## src/rtl/fetch_pkg.sv

```systemverilog
// Shared constants and helpers for the instruction-fetch front end.
package fetch_pkg;

  localparam int unsigned PC_STEP    = 4;
  localparam int unsigned ALIGN_BITS = 2;
  localparam logic [ALIGN_BITS-1:0] ALIGN_MASK = {ALIGN_BITS{1'b1}};

  function automatic int unsigned cnt_w(input int unsigned depth);
    return $clog2(depth) + 1;
  endfunction

endpackage

```

## src/rtl/sync_fifo.sv

```systemverilog
// Single-clock FIFO with occupancy count and synchronous flush.
module sync_fifo
  import fetch_pkg::*;
#(
  parameter int WIDTH = 32,
  parameter int DEPTH = 4
) (
  input  logic                      clk,
  input  logic                      rst_n,
  input  logic                      flush,
  input  logic                      push,
  input  logic [WIDTH-1:0]          push_data,
  input  logic                      pop,
  output logic [WIDTH-1:0]          pop_data,
  output logic [cnt_w(DEPTH)-1:0]   count
);

  localparam int PW = $clog2(DEPTH);
  localparam int CW = cnt_w(DEPTH);

  logic [WIDTH-1:0] mem_r [DEPTH];
  logic [PW-1:0]    wr_ptr_r;
  logic [PW-1:0]    rd_ptr_r;
  logic [CW-1:0]    count_r;
  logic             push_en_s;
  logic             pop_en_s;

  assign push_en_s = push & (count_r != CW'(DEPTH));
  assign pop_en_s  = pop & (count_r != CW'(0));
  assign pop_data  = mem_r[rd_ptr_r];
  assign count     = count_r;

  // Storage, pointers and occupancy; flush drops contents but leaves stale data in place.
  always_ff @(posedge clk or negedge rst_n) begin
    if (!rst_n) begin
      for (int i = 0; i < DEPTH; i++) begin
        mem_r[i] <= {WIDTH{1'b0}};
      end
      wr_ptr_r <= {PW{1'b0}};
      rd_ptr_r <= {PW{1'b0}};
      count_r  <= {CW{1'b0}};
    end else if (flush) begin
      wr_ptr_r <= {PW{1'b0}};
      rd_ptr_r <= {PW{1'b0}};
      count_r  <= {CW{1'b0}};
    end else begin
      if (push_en_s) begin
        mem_r[wr_ptr_r] <= push_data;
        wr_ptr_r        <= wr_ptr_r + PW'(1);
      end
      if (pop_en_s) begin
        rd_ptr_r <= rd_ptr_r + PW'(1);
      end
      count_r <= count_r + CW'(push_en_s) - CW'(pop_en_s);
    end
  end

endmodule

```

## src/rtl/inst_fetch_unit.sv

```systemverilog
// Pipelined instruction fetch: credit-limited memory requests, in-order
// prefetch queue towards decode, redirect flush with stale-response discard.
module inst_fetch_unit
  import fetch_pkg::*;
#(
  parameter int                ADDR_W      = 32,
  parameter int                DATA_W      = 32,
  parameter int                QUEUE_DEPTH = 4,
  parameter logic [ADDR_W-1:0] RESET_PC    = {ADDR_W{1'b0}}
) (
  input  logic              clk,
  input  logic              cpu_rst_n,
  input  logic              cpu_en,
  input  logic              redirect,
  input  logic [ADDR_W-1:0] redirect_pc,
  output logic              imem_req,
  output logic [ADDR_W-1:0] imem_addr,
  input  logic              imem_gnt,
  input  logic              imem_rsp_valid,
  input  logic [DATA_W-1:0] imem_rsp_data,
  output logic              out_valid,
  output logic [DATA_W-1:0] out_inst,
  output logic [ADDR_W-1:0] out_pc,
  input  logic              out_ready
);

  localparam int CW = cnt_w(QUEUE_DEPTH);

  logic [ADDR_W-1:0]        fetch_pc_r;
  logic [ADDR_W-1:0]        fetch_pc_nxt_s;
  logic [CW-1:0]            discard_cnt_r;
  logic [CW-1:0]            discard_nxt_s;
  logic [CW-1:0]            outstanding_s;
  logic [CW-1:0]            q_count_s;
  logic [CW:0]              credit_sum_s;
  logic [ADDR_W-1:0]        pcf_head_s;
  logic [ADDR_W+DATA_W-1:0] q_head_s;
  logic                     redirect_s;
  logic                     grant_s;
  logic                     rsp_s;
  logic                     drop_s;
  logic                     keep_s;
  logic                     pop_s;

  // The in-flight PC FIFO occupancy is exactly the outstanding-request count.
  sync_fifo #(.WIDTH(ADDR_W), .DEPTH(QUEUE_DEPTH)) u_inflight_pc (
    .clk       (clk),
    .rst_n     (cpu_rst_n),
    .flush     (1'b0),
    .push      (grant_s),
    .push_data (fetch_pc_r),
    .pop       (rsp_s),
    .pop_data  (pcf_head_s),
    .count     (outstanding_s)
  );

  sync_fifo #(.WIDTH(ADDR_W + DATA_W), .DEPTH(QUEUE_DEPTH)) u_prefetch_q (
    .clk       (clk),
    .rst_n     (cpu_rst_n),
    .flush     (redirect_s),
    .push      (keep_s),
    .push_data ({pcf_head_s, imem_rsp_data}),
    .pop       (pop_s),
    .pop_data  (q_head_s),
    .count     (q_count_s)
  );

  assign redirect_s   = redirect & cpu_en;
  assign credit_sum_s = {1'b0, q_count_s} + {1'b0, outstanding_s} - {1'b0, discard_cnt_r};
  // After a redirect the in-flight FIFO can be full while credit looks free.
  assign imem_req     = cpu_rst_n & cpu_en & ~redirect
                        & (credit_sum_s < (CW+1)'(QUEUE_DEPTH))
                        & (outstanding_s != CW'(QUEUE_DEPTH));
  assign imem_addr    = fetch_pc_r;
  assign grant_s      = imem_req & imem_gnt;
  assign rsp_s        = imem_rsp_valid & (outstanding_s != CW'(0));
  assign drop_s       = rsp_s & (discard_cnt_r != CW'(0));
  assign keep_s       = rsp_s & (discard_cnt_r == CW'(0));
  assign out_valid    = cpu_en & (q_count_s != CW'(0));
  assign pop_s        = out_valid & out_ready;
  assign out_pc       = q_head_s[ADDR_W+DATA_W-1:DATA_W];
  assign out_inst     = q_head_s[DATA_W-1:0];

  // Next fetch address: redirect target (word aligned) or sequential step on grant.
  always_comb begin
    fetch_pc_nxt_s = fetch_pc_r;
    if (redirect_s) begin
      fetch_pc_nxt_s = redirect_pc & ~ADDR_W'(ALIGN_MASK);
    end else if (grant_s) begin
      fetch_pc_nxt_s = fetch_pc_r + ADDR_W'(PC_STEP);
    end else begin
      fetch_pc_nxt_s = fetch_pc_r;
    end
  end

  // Discard count: on redirect every request still in flight after this cycle's response goes stale.
  always_comb begin
    discard_nxt_s = discard_cnt_r;
    if (redirect_s) begin
      discard_nxt_s = outstanding_s - CW'(rsp_s);
    end else if (drop_s) begin
      discard_nxt_s = discard_cnt_r - CW'(1);
    end else begin
      discard_nxt_s = discard_cnt_r;
    end
  end

  // Fetch PC and discard counter registers.
  always_ff @(posedge clk or negedge cpu_rst_n) begin
    if (!cpu_rst_n) begin
      fetch_pc_r    <= RESET_PC;
      discard_cnt_r <= {CW{1'b0}};
    end else begin
      fetch_pc_r    <= fetch_pc_nxt_s;
      discard_cnt_r <= discard_nxt_s;
    end
  end

endmodule
```

## config.mk

```make
export PLATFORM = sky130hd
export DESIGN_NAME = inst_fetch_unit
export DESIGN_NICKNAME = d
export VERILOG_FILES = /design/src/rtl/fetch_pkg.sv /design/src/rtl/sync_fifo.sv /design/src/rtl/inst_fetch_unit.sv
export SDC_FILE = /design/constraint.sdc
export NUM_CORES = 1
export LEC_CHECK = 0
export ABC_AREA = 1
export BUFFER_PORTS_ARGS = -buffer_cell sky130_fd_sc_hd__clkbuf_2
export CAP_MARGIN = 20
export CORE_MARGIN = 2
export CORE_UTILIZATION = 40
export CTS_BUF_LIST = sky130_fd_sc_hd__clkbuf_16
export CTS_CLUSTER_SIZE = 24
export DETAILED_ROUTE_END_ITERATION = 10
export GPL_TIMING_DRIVEN = 0
export PLACE_DENSITY = 0.6
export SETUP_SLACK_MARGIN = 0.3
export SYNTH_ARGS = -nofsm -noshare
export SYNTH_HDL_FRONTEND = slang
export SYNTH_SLANG_ARGS = --single-unit
```

## constraint.sdc

```tcl
create_clock -name clk -period 4.8 [get_ports clk]
set_clock_uncertainty 0.15 [all_clocks]
set_input_delay 0.48 -clock clk [delete_from_list [all_inputs] [get_ports clk]]
set_output_delay 0.48 -clock clk [all_outputs]
set_load 0.05 [all_outputs]
```

-- Word level (Yosys, flattened, before mapping)
Index checks and enable logic that the tools add are counted.
- bits in registers: 433
- input port bits: 71
- output and inout bits: 98
- add/sub/neg operators: 13
- magnitude comparators: 7
- equal/unequal tests: 2
- mux-type cells: 21
- bitwise gates (word level): 21
- reductions and logical operators: 11
- operators by type and width (operator ; number):
    $bwmux W256 ; 1
    $mux W64 ; 3
    $mux W32 ; 5
    $bmux W64 S2 ; 1
    $bwmux W128 ; 1
    $demux W64 S2 ; 1
    $bmux W32 S2 ; 1
    $demux W32 S2 ; 1
    $add A32 B3 Y32 const B ; 1
    $and A1 B1 Y1 ; 15
    $ge A3 B3 Y1 const B ; 4
    $not A2 Y3 ; 4
    $mux W3 ; 3
    $reduce_bool A3 Y1 ; 3
    $sub A3 B1 Y3 ; 3
    $add A2 B1 Y2 const B ; 4
    $mux W2 ; 4
    $reduce_bool A2 Y1 ; 4
    $add A3 B1 Y3 ; 2
    $lt A3 B1 Y1 const B ; 2
    $ne A3 B3 Y1 const B ; 2
    $add A3 B3 Y4 ; 1
    $lt A4 B3 Y1 const B ; 1
    $sub A4 B3 Y4 ; 1
    5 further kinds ; 7

-- Longest topological paths before layout
Gate-level depths: netlist of run 1.
- word-level depth: 9
- mapped depth: 16
- gate-level depth less buffers: 15

-- Cells and area by module
A second synthesis of run 1 with hierarchy kept.
- cell total of the unflattened synthesis: 2829
- area total of the unflattened synthesis: 22226.3 um^2
- by module, submodules not included (module ; instances ; cells an instance ; area each (um^2)):
    sync_fifo (u_prefetch_q) ; 1 ; 1552 ; 12761.0
    sync_fifo (u_inflight_pc) ; 1 ; 804 ; 6590.1
    inst_fetch_unit ; 1 ; 473 ; 2875.3

-- Worst setup path before layout of run 1
OpenSTA, ideal clock, no wires.
- kind: reg-to-reg
- start: reg u_inflight_pc.count_r[2] (netlist: u_inflight_pc.count[2])
- end: reg u_inflight_pc.count_r[2] (netlist: u_inflight_pc.count[2])
- data arrival time: 2.724 ns
- data required time: 4.521 ns
- setup slack: 1.797 ns
- stages on the path, launching flop included: 13
- path buffers: 1
- path through: dfrtp_1 > fa_1 > ha_1 > a21oi_1 > nand2_1 > nand2_1 > nand2_1 > nand3_1 > buf_2 > inv_1 > ha_1 > fa_1 > xor2_1
- cells in the longest elaborated chain, start to end: 9
- elaborated cells on any way between the ends: 13
- RTL lines (element ; line ; source):
    start: declaration ; sync_fifo.sv:24 ; logic [CW-1:0] count_r;
    start signal: assignment ; sync_fifo.sv:41 ; count_r <= {CW{1'b0}};
    start signal: assignment ; sync_fifo.sv:45 ; count_r <= {CW{1'b0}};
    start signal: assignment ; sync_fifo.sv:54 ; count_r <= count_r + CW'(push_en_s) - CW'(pop_en_s);
    $add A3 B3 Y4 ; inst_fetch_unit.sv:69 ; assign credit_sum_s = {1'b0, q_count_s} + {1'b0, outstanding_s} - {1'b0, discard_cnt_r};
    $sub A4 B3 Y4 ; inst_fetch_unit.sv:69 ;
    $lt A4 B3 Y1 ; inst_fetch_unit.sv:72 ; & (credit_sum_s < (CW+1)'(QUEUE_DEPTH))
    $and A1 B1 Y1 ; inst_fetch_unit.sv:72 ;
    $and A1 B1 Y1 ; inst_fetch_unit.sv:73 ; & (outstanding_s != CW'(QUEUE_DEPTH));
    $and A1 B1 Y1 ; inst_fetch_unit.sv:75 ; assign grant_s = imem_req & imem_gnt;
    $and A1 B1 Y1 * ; sync_fifo.sv:28 ; assign push_en_s = push & (count_r != CW'(DEPTH));
    via u_inflight_pc.push_en_s ; sync_fifo.sv:25 ; logic push_en_s;
    $add A3 B1 Y3 * ; sync_fifo.sv:54 ;
    $sub A3 B1 Y3 * ; sync_fifo.sv:54 ;
The timed path passes the listed nets; every way through them passes the cells marked *.
A chain may end at the register's enable or synchronous reset.

-- Worst setup path in the final report of run 1
- start: reg u_prefetch_q.rd_ptr_r[0]
- end: out out_pc[22]
- cells in the longest elaborated chain, start to end: 4
- RTL lines (element ; line ; source):
    start: declaration ; sync_fifo.sv:23 ; logic [PW-1:0] rd_ptr_r;
    start signal: assignment ; sync_fifo.sv:40 ; rd_ptr_r <= {PW{1'b0}};
    start signal: assignment ; sync_fifo.sv:44 ; rd_ptr_r <= {PW{1'b0}};
    start signal: assignment ; sync_fifo.sv:52 ; rd_ptr_r <= rd_ptr_r + PW'(1);
    $not A2 Y3 (not written as such) ; sync_fifo.sv:30 ; assign pop_data = mem_r[rd_ptr_r];
    $bmux W64 S2 ; sync_fifo.sv:30 ;
    $mux W64 (not written as such) (2 in a row) ; sync_fifo.sv:30 ;
    end: declaration ; inst_fetch_unit.sv:23 ; output logic [ADDR_W-1:0] out_pc,
Every way passes these cells. The select of a mux whose other input is x is not followed.

==> results.md, run 1 <==
- Final Wtd Congestion: 0.8961
- Pint: 8.473 mW
- Post-synthesis sequential area ratio: 50.02%
- Synth area leaders: dfrtp_1 (50%), nand2_1 (18%), o21ai_0 (8.5%), o21ai_1 (5.3%), nor2_1 (4.6%)
- Data arrival, critical path: 3500 ps
- Total grt overflow: 0
- PnR worst setup slack: 669.1 ps
- Clock latency on the worst-skew pair: 600 ps
- Design Power: 16.26 mW
- Mean post-synth cell area: 7.647 um2
- CTS root buffer: clkbuf_16
- Clock network power share: 23.2%
- Setup bufs post-CTS: 0
- Max Clk Rate: 242.1 MHz
- Layout cells sized above 1: 10.68%
- Std cell rows: 83
- Antenna Nets Post-Route: 0
- Status: complete, no violations
- Critical Path Start Type: flip-flop
- RSZ-0062 raised after global routing: no
- Area fraction of the dominant cell type after synthesis: 50.02%
- Netlist cell types: 35
- Total GRT Usage: 24.39%
- Remaining routing DRC violations: 0
- Largest net degree at the start of global routing: 108
- Total clock buffers created by CTS: 48
- MaxCap Viol Count: 0
- CP Class: flip-flop to primary output
- Hpwl dp: 46280 um
- Max Slew Vio Count: 0
- First-pass GRT wire length: 104000 um
- Die H: 231.8 um
- Initial antenna violation count: 0
- Most used DFF post-synth: dfrtp_1
- Num Clock Sinks: 415
- Post-DR vias/cell: 5.277
- Critical path fanouts, max: 10
- DRT iter0 DRCs: 1657
- Final wirelength: 65700 um
- Sequential Power Share: 30.3%
- Clk pin slew, worst setup/hold paths: 60 ps
- Combinational Power Share: 46.5%
- Die W: 231.8 um
- Static leakage: 12.90 nW
- HP Class: input pin to flip-flop
- PwrDens: 663.4 mW/mm2
- Post-synth EDFFs: 0
- Port buffer count: 162
- Count leader, synth: nand2_1
- Fin. Hold Viols: 0
- Net Sw Frac: 47.89%
- Area Overhead vs Synth: 18.05%
- Cell count after synthesis: 2715
- Vias: 19440
- Crit path time final: 4131 ps
- Worst slew margin: 47.89%
- Least-Margin Pin Slew: 781.6 ps
- Synth Cell Area: 0.02076 mm2
- Antenna cells: 0
- H-Tree Depth: 2
- Setup-failing EPs final: 0
- Vias in the first global route: 19110
- Worst vdd ir: 0.4222 mV
- Synth cell count leaders: nand2_1 (971), dfrtp_1 (415), o21ai_0 (351)
- Synthesis warning total: 0
- Async SR Flop Fraction: 100.0%
- WL per Instance: 17.83 um
- CORE AREA: 0.05130 mm2
- Critical path required time: 4170 ps
- FF+latch count, synth: 415
- CTS tree: yes
- Switching power: 7.787 mW
- Die ar.: 0.05375 mm2
- Ports: 169
- Setup WS pre-CTS: 440.2 ps
- Initial cell density of the core: 40.47%
- CP Capture Type: primary output
- Fin nets: 3063
- TritonRoute pass-1 iters: 5
- Synth area leader: dfrtp_1
- CTS Buffer Depth: 3
- Final critical-path share of the clock period: 86.06%
==> what timing repair did <==
item | 4_1_cts | 5_1_grt
endpoints found under the setup margin | 0 | 2
hold buffers | 33 | 0
endpoints found under the hold margin | 177 | 0
gates resized for setup | 0 | 0
==> logic make-up after synthesis <==
| group | Yosys count | synth area share, % |
|---|---|---|
| simple gates | 1300 | 24.22 |
| compound gates | 674 | 16.93 |
| xor+xnor | 13 | 0.5484 |
| flops | 415 | 50.02 |
| fa+ha+maj | 24 | 1.591 |
| other cells | 1 | 0.01806 |
| buf+inv | 288 | 6.677 |
==> placed cells by master (no fill, tap or decap), drive strengths merged <==
| cell | n |
|---|---|
| a21oi | 2 |
| a31oi | 4 |
| a32oi | 1 |
| buf | 80 |
| bufinv | 7 |
| clkbuf | 355 |
| clkinv | 27 |
| clkinvlp | 1 |
| conb | 4 |
| dfrtp | 415 |
| dlygate4sd3 | 33 |
| fa | 4 |
| ha | 20 |
| inv | 72 |
| nand2 | 972 |
| nand3 | 59 |
| nand3b | 2 |
| nand4 | 2 |
| nor2 | 258 |
| nor3 | 3 |
| o211ai | 2 |
| o21ai | 571 |
| o21bai | 2 |
| o22ai | 92 |
| or2 | 3 |
| or3 | 1 |
| xnor2 | 4 |
| xor2 | 9 |
==> routing by layer <==
metal | track usage [%] | vias up | share of wire (%)
met4 | 7.792 | 0 | 2.7
met2 | 39.91 | 668 | 46
li1 | - | 9341 | -
met1 | 33.13 | 9311 | 45
met3 | 3.856 | 124 | 6.3
met5 | 0 | - | 0
==> power by group through the flow <==
stage               combinational [mW]  clock [mW]  sequential (mW)
floorplan                         4.90           0             5.21
global placement                  7.41           0             4.94
detailed placement                7.52           0             4.97
CTS                               7.56        3.84             4.91
global route                      8.25        3.97             5.03
finish                            7.57        3.77             4.92
==> state kept, by name, indices dropped and copies added (netlist names) <==
register                count
discard_cnt_r               3
imem_addr                  30
u_inflight_pc.count         3
u_inflight_pc.mem_r       120
u_inflight_pc.rd_ptr_r      2
u_inflight_pc.wr_ptr_r      2
u_prefetch_q.count          3
u_prefetch_q.mem_r        248
u_prefetch_q.rd_ptr_r       2
u_prefetch_q.wr_ptr_r       2
==> critical path, cell delays in order, from the launching register on <==
cell,delay [ps]
dfrtp_1,350
clkbuf_1,280
clkinv_1,330
clkbuf_1,640
clkbuf_1,520
nor2_1,90
o22ai_1,330
clkbuf_2,340
==> through the flow <==
| stage | std cells | utilization [%] | cell area, um2 | hold WS [ps] | TNS [ps] |
|---|---|---|---|---|---|
| after global placement | 3560 | 43.73 | 22440 | 302.8 | -3446750 |
| after detailed placement | 3564 | 43.96 | 22550 | 235.5 | 0 |
| after global routing | 3685 | 47.78 | 24510 | 32.54 | 0 |
| final | 3685 | 47.78 | 24510 | 26.21 | 0 |
| after floorplan | 2718 | - | 20770 | 34.41 | 0 |
| after CTS | 3684 | 47.73 | 24490 | 4.591 | 0 |
==> path summary, 6_finish.rpt <==
check                                    startpoint                      end  slack [ps]  depth (start not counted)
max                        u_prefetch_q.rd_ptr_r[0]               out_pc[22]         670                          7
min                                 redirect_pc[15]            imem_addr[15]          30                          5
min reg2reg                 u_prefetch_q.mem_r[178]  u_prefetch_q.mem_r[178]         320                          2
max in group asynchronous                 cpu_rst_n   u_inflight_pc.mem_r[7]        2610                          5
max reg2reg                  u_inflight_pc.count[2]   u_inflight_pc.count[2]        1140                         12
min in group asynchronous                 cpu_rst_n    u_prefetch_q.mem_r[6]         170                          2
==> final cells by class <==
class	count	area [um2]
Clock inverter	38	375.4
Buffer	219	1127
Multi-Input combinational cell	2015	9002
Timing Repair Buffer	200	1285
Clock buffer	49	1226
Inverter	69	259.0
Sequential cell	415	10390
Fill cell	5130	26790
Tap cell	680	850.8
Power figures use the tool's default switching activity.
==> inputs of run 2 (changes only) <==
--- a/config.mk
+++ b/config.mk
@@ -8,13 +8,15 @@
 export ABC_AREA = 1
 export BUFFER_PORTS_ARGS = -buffer_cell sky130_fd_sc_hd__clkbuf_2
 export CAP_MARGIN = 20
+export CELL_PAD_IN_SITES_DETAIL_PLACEMENT = 0
+export CELL_PAD_IN_SITES_GLOBAL_PLACEMENT = 1
 export CORE_MARGIN = 2
 export CORE_UTILIZATION = 40
 export CTS_BUF_LIST = sky130_fd_sc_hd__clkbuf_16
 export CTS_CLUSTER_SIZE = 24
 export DETAILED_ROUTE_END_ITERATION = 10
 export GPL_TIMING_DRIVEN = 0
-export PLACE_DENSITY = 0.6
+export PLACE_DENSITY = 0.76
 export SETUP_SLACK_MARGIN = 0.3
 export SYNTH_ARGS = -nofsm -noshare
 export SYNTH_HDL_FRONTEND = slang
==> constraint.sdc (replaced) <==
create_clock -name clk -period 4.8 [get_ports clk]
set_clock_uncertainty 0.15 [all_clocks]
set_input_delay 1.44 -clock clk [delete_from_list [all_inputs] [get_ports clk]]
set_output_delay 1.44 -clock clk [all_outputs]
set_load 0.05 [all_outputs]
==> run 2 against run 1 <==
Maximum frequency decreased by 7.0%. Hold slack improved by 290 ps. Count of clock-buffer cells in the layout decreased by 1. Total power decreased by 1.9%. Setup slack got worse by 310 ps. Sequential power about the same. Register-to-register slack improved by 30 ps. Final cell count decreased by 1.0%. Core utilization decreased by 0.94 points. Die area unchanged. Non-clock buffer count decreased by 34. Largest power group unchanged.
==> results.md, run 2 (synthesis gave the netlist of run 1 again) <==
- Std cell rows: 83
- Crit path time final: 4443 ps
- Die ar.: 0.05375 mm2
- Setup WS pre-CTS: 277.2 ps
- Remaining routing DRC violations: 0
- Crit path top cell by count: clkbuf_2
- CTS tree: yes
- Clk pin slew, worst setup/hold paths: 60 ps
- RSZ-0062 raised after global routing: no
- Num Clock Sinks: 415
- Layout cells sized above 1: 11.08%
- Hpwl dp: 47490 um
- Status: complete, no violations
- Initial cell density of the core: 40.47%
- Final wirelength: 66940 um
- Total clock buffers created by CTS: 48
- MaxCap Viol Count: 0
- Area Overhead vs Synth: 15.72%
- Final critical-path share of the clock period: 92.57%
- Port buffer count: 162
- Total grt overflow: 0
- Critical path required time: 3210 ps
- Critical path fanouts, max: 10
- CTS root buffer: clkbuf_16
- Clock latency on the worst-skew pair: 590 ps
- CORE AREA: 0.05130 mm2
- Least-Margin Pin Slew: 706.2 ps
- Dpl cells: 3564
- Max incr delay on CP: 400 ps
- Fin nets: 3029
- CTS Buffer Depth: 3
- Crit path max-delay family: buffers and inverters
- Initial antenna violation count: 0
- Total GRT Usage: 25.09%
- Post-DR vias/cell: 5.184
- TritonRoute pass-1 iters: 5
- Fill count: 5228
- Antenna Nets Post-Route: 0
- CP Capture Type: primary output
- Vias: 18910
- Data arrival, critical path: 2850 ps
- Die H: 231.8 um
- Die W: 231.8 um
- CP Class: flip-flop to primary output
- Ports: 169
- PnR worst setup slack: 356.8 ps
- CTS Hold Buffers Added: 0
- Critical Path Start Type: flip-flop
- H-Tree Depth: 2
- Largest net degree at the start of global routing: 111
- Final Wtd Congestion: 0.9195
- Worst slew margin: 52.92%
- Static leakage: 12.73 nW
- Largest register FFs: 248
- Slowest-stage cell, CP: clkbuf_1
- Max Clk Rate: 225.1 MHz
- Max Slew Vio Count: 0
- Buf/Inv on CP: 4
- Final Util: 46.83%
- Worst vdd ir: 0.3366 mV
- Vias in the first global route: 18930
- Fin. Hold Viols: 0
- Setup-failing EPs final: 0
- Largest register by flop count: u_prefetch_q.mem_r
- DRT iter0 DRCs: 1346
- Antenna cells: 0
- Most frequent cells in the layout: nand2_1 (971), dfrtp_1 (415), o21ai_0 (351)
- First-pass GRT wire length: 105800 um
- Most common cell after layout, fill and taps aside: nand2_1
- Crit path cell chain: clkbuf_2, clkbuf_2, clkbuf_1, nor2_1, o22ai_1, clkbuf_2
- PwrDens: 663.8 mW/mm2
- WL per Instance: 18.35 um
- HP Class: flip-flop to flip-flop
- Cell Count, Final, Fillers Out: 3648
-- run 2: changes by cell type in the layout (fill, tap and decap cells not counted), sizes merged --
cell	change
buf	+1
bufinv	-5
clkbuf	-3
clkinv	-2
clkinvlp	-1
dlygate4sd3	-33
inv	+6
-- run 2: power breakdown --
part           switching [mW]  internal (mW)  total [mW]
registers               0.494           4.42        4.91
logic                    5.76           1.83        7.59
clock network            1.53           1.92        3.45
-- run 2: metrics by stage --
step	setup TNS [ps]	power (mW)	hold WS, ps	instance area [um2]
finish	0	15.95	318.7	24030
detailed placement	0	12.51	309.6	22550
floorplan	0	10.11	291.2	20770
CTS	0	16.01	322.2	24010
global placement	-4137860	12.39	303.5	22440
global route	0	17.01	335.7	24030
-- run 2: timing repair --
action	in CTS	in global routing
endpoints found under the setup margin	63	6
buffers inserted	0	0
gates resized for setup	12	10
pin swaps	0	0
-- run 2: routing by layer --
| layer | routed length, um | track usage [%] | vias up | share of wire (%) |
|---|---|---|---|---|
| met5 | 0 | 0 | - | 0 |
| met4 | 1909 | 8.073 | 0 | 2.9 |
| met3 | 3593 | 4.028 | 108 | 5.4 |
| met2 | 31650 | 41.72 | 543 | 47 |
| met1 | 29790 | 33.44 | 8994 | 44 |
| li1 | - | - | 9265 | - |
-- run 2: area by class of cell --
cell class                      count  area [um2]  share of cell area, %
Inverter                           69       261.5                  1.088
Timing Repair Buffer              166       938.4                  3.906
Sequential cell                   415       10390                  43.22
Clock inverter                     36       235.2                 0.9790
Clock buffer                       48        1201                  4.999
Buffer                            219        1141                  4.749
Tap cell                          680       850.8                  3.541
Multi-Input combinational cell   2015        9014                  37.51
-- run 2: path summary, 6_finish.rpt --
check / depth (start not counted) / slack (ps) / to / startpoint
worst min register to register: 2 / 320 / u_prefetch_q.mem_r[93] / u_prefetch_q.mem_r[93]
worst max-delay path: 6 / 360 / out_pc[16] / u_prefetch_q.rd_ptr_r[0]
max in group asynchronous: 3 / 2450 / u_inflight_pc.mem_r[6] / cpu_rst_n
worst min-delay path: 2 / 320 / u_prefetch_q.mem_r[93] / u_prefetch_q.mem_r[93]
worst max register to register: 12 / 1170 / u_inflight_pc.count[2] / u_inflight_pc.count[2]
min in group asynchronous: 1 / 620 / u_prefetch_q.mem_r[4] / cpu_rst_n
-- run 2: worst reg2reg max path: stages (launching register included) --
cell and delay, ps:
dfrtp_1 450, fa_1 500, ha_1 360, a21oi_2 220, nand2_1 90, nand2_1 60
nand2_1 40, nand3_1 280, buf_2 370, inv_1 170, ha_1 250, fa_1 370
xor2_1 170
==> inputs of run 3 (changes only) <==
==> constraint.sdc (replaced) <==
create_clock -name clk -period 4.8 [get_ports clk]
set_clock_uncertainty 0.15 [all_clocks]
set_input_delay 1.44 -clock clk [delete_from_list [all_inputs] [get_ports clk]]
set_output_delay 1.44 -clock clk [all_outputs]
set_load 0.02 [all_outputs]
==> run 3 against run 2 <==
Cell area about the same. Flip-flop and latch count unchanged. Via count increased by 0.16%. Critical path depth increased by 1. Non-clock buffer count unchanged. Clock power about the same. Routed wire length decreased by 0.19%. Sequential share of layout area about the same. Final cell count unchanged. Hold slack got worse by 1.6 ps.
==> results.md, run 3 (synthesis gave the netlist of run 1 again) <==
- Dpl cells: 3564
- Cell Count, Final, Fillers Out: 3648
- Most frequent cells in the layout: nand2_1 (971), dfrtp_1 (415), o21ai_0 (351)
- Vias: 18940
- CTS tree: yes
- Worst vdd ir: 0.2953 mV
- Clk pin slew, worst setup/hold paths: 60 ps
- Hpwl dp: 47490 um
- Die W: 231.8 um
- CTS Buffer Depth: 3
- Max Slew Vio Count: 0
- Std cell rows: 83
- Least-Margin Pin Slew: 706.9 ps
- CP Class: flip-flop to primary output
- Ports: 169
- Area post-placement: 0.02255 mm2
- Critical path fanouts, max: 10
- Crit path launch: u_prefetch_q.rd_ptr_r[0]
- Fin. Hold Viols: 0
- Antenna Nets Post-Route: 0
- Layout cells sized above 1: 10.98%
- Final wirelength: 66810 um
- Die ar.: 0.05375 mm2
- Critical path required time: 3210 ps
- Data arrival, critical path: 2840 ps
- Die H: 231.8 um
- Final Wtd Congestion: 0.9195
- Design Power: 14.76 mW
- Reg-to-Reg Start: u_inflight_pc.count[1]
- Vias in the first global route: 18940
- Post-DR vias/cell: 5.192
- Critical Path Start Type: flip-flop
- Crit path time final: 4434 ps
- Port buffer count: 162
- Area Overhead vs Synth: 15.64%
- Most common cell after layout, fill and taps aside: nand2_1
- Num Clock Sinks: 415
- Remaining routing DRC violations: 0
- Setup total negative slack: 0 ps
- Hold Path Origin: u_prefetch_q.mem_r[113]
- MaxCap Viol Count: 0
- Total GRT Usage: 25.09%
- WL per Instance: 18.31 um
- Antenna cells: 0
- CTS root buffer: clkbuf_16
- CORE AREA: 0.05130 mm2
- Total grt overflow: 0
- First-pass GRT wire length: 105800 um
- Initial antenna violation count: 0
- DRT iter0 DRCs: 1367
- Static leakage: 12.72 nW
- Setup-failing EPs final: 0
- R2r setup slk: 1180 ps
- HP Class: flip-flop to flip-flop
- Fill count: 5226
- PwrDens: 614.7 mW/mm2
- Fin nets: 3029
- TritonRoute pass-1 iters: 7
- Largest register FFs: 248
- Fin area: 0.02401 mm2
- Max Clk Rate: 225.5 MHz
- Clock latency on the worst-skew pair: 590 ps
- H-Tree Depth: 2
- Largest net degree at the start of global routing: 111
- Initial cell density of the core: 40.47%
- Largest register by flop count: u_prefetch_q.mem_r
- Total clock buffers created by CTS: 48
- RSZ-0062 raised after global routing: yes
- Setup bufs post-CTS: 0
- Worst slew margin: 52.87%
- Final critical-path share of the clock period: 92.38%
- Status: complete, no violations
- CP Capture Type: primary output
run 3: cell types whose count changed in the layout (fill, tap and decap cells not counted), sizes merged:
cell      before  now
buf           81   80
clkbuf       352  353
clkinv        25   24
clkinvlp       0    1
run 3: path summary, 6_finish.rpt:
path | to | depth (start not counted)
worst min register to register | u_prefetch_q.mem_r[113] | 2
worst min-delay path | u_prefetch_q.mem_r[113] | 2
max in group asynchronous | u_inflight_pc.mem_r[100] | 3
worst max-delay path | out_pc[16] | 7
worst max register to register | u_inflight_pc.count[2] | 16
min in group asynchronous | u_prefetch_q.mem_r[4] | 1
run 3: per-layer routing:
metal | GRT usage (%) | vias to the layer above | part of all wire [%]
met5 | 0 | - | 0
met4 | 8.073 | 0 | 2.8
met3 | 4.028 | 108 | 5.2
met2 | 41.71 | 539 | 47
met1 | 33.45 | 9041 | 45
li1 | - | 9252 | -
run 3: critical path, stage by stage, from the launching register on:
cell and delay (ps):
dfrtp_1 360, clkbuf_2 270, clkinv_2 240, clkbuf_2 380, clkbuf_2 290, nor2_1 80, o22ai_1 380, clkbuf_2 250
run 3: timing repair:
item | in CTS | in global routing
endpoints found under the setup margin | 55 | 43
endpoints found under the hold margin | 0 | 0
resized for setup | 7 | 5
hold buffers | 0 | 0
run 3: power breakdown:
part / leakage [nW] / internal [mW] / switching, mW / total (mW)
Clock: 0.768 / 1.92 / 1.53 / 3.45
Sequential: 5.65 / 4.42 / 0.491 / 4.91
Combinational: 6.30 / 1.82 / 4.58 / 6.40
Total: 12.7 / 8.16 / 6.60 / 14.8
run 3: area by class of cell:
class	count	area, um2	area share (%)
Buffer	219	1136	4.732
Clock buffer	48	1201	5.003
Clock inverter	36	235.2	0.9797
Sequential cell	415	10390	43.25
Timing Repair Buffer	166	929.6	3.872
Multi-Input combinational cell	2015	9009	37.52
Inverter	69	264.0	1.100
Tap cell	680	850.8	3.544
run 3: per-stage QoR:
stage               hold slack (ps)  worst slack (ps)  utilization [%]
floorplan                     291.2              1143                -
global placement              303.5             -7562            43.73
detailed placement            309.6             386.0            43.96
CTS                           322.2             324.8            46.78
global route                  335.7             268.4            46.80
finish                        317.1             366.0            46.80
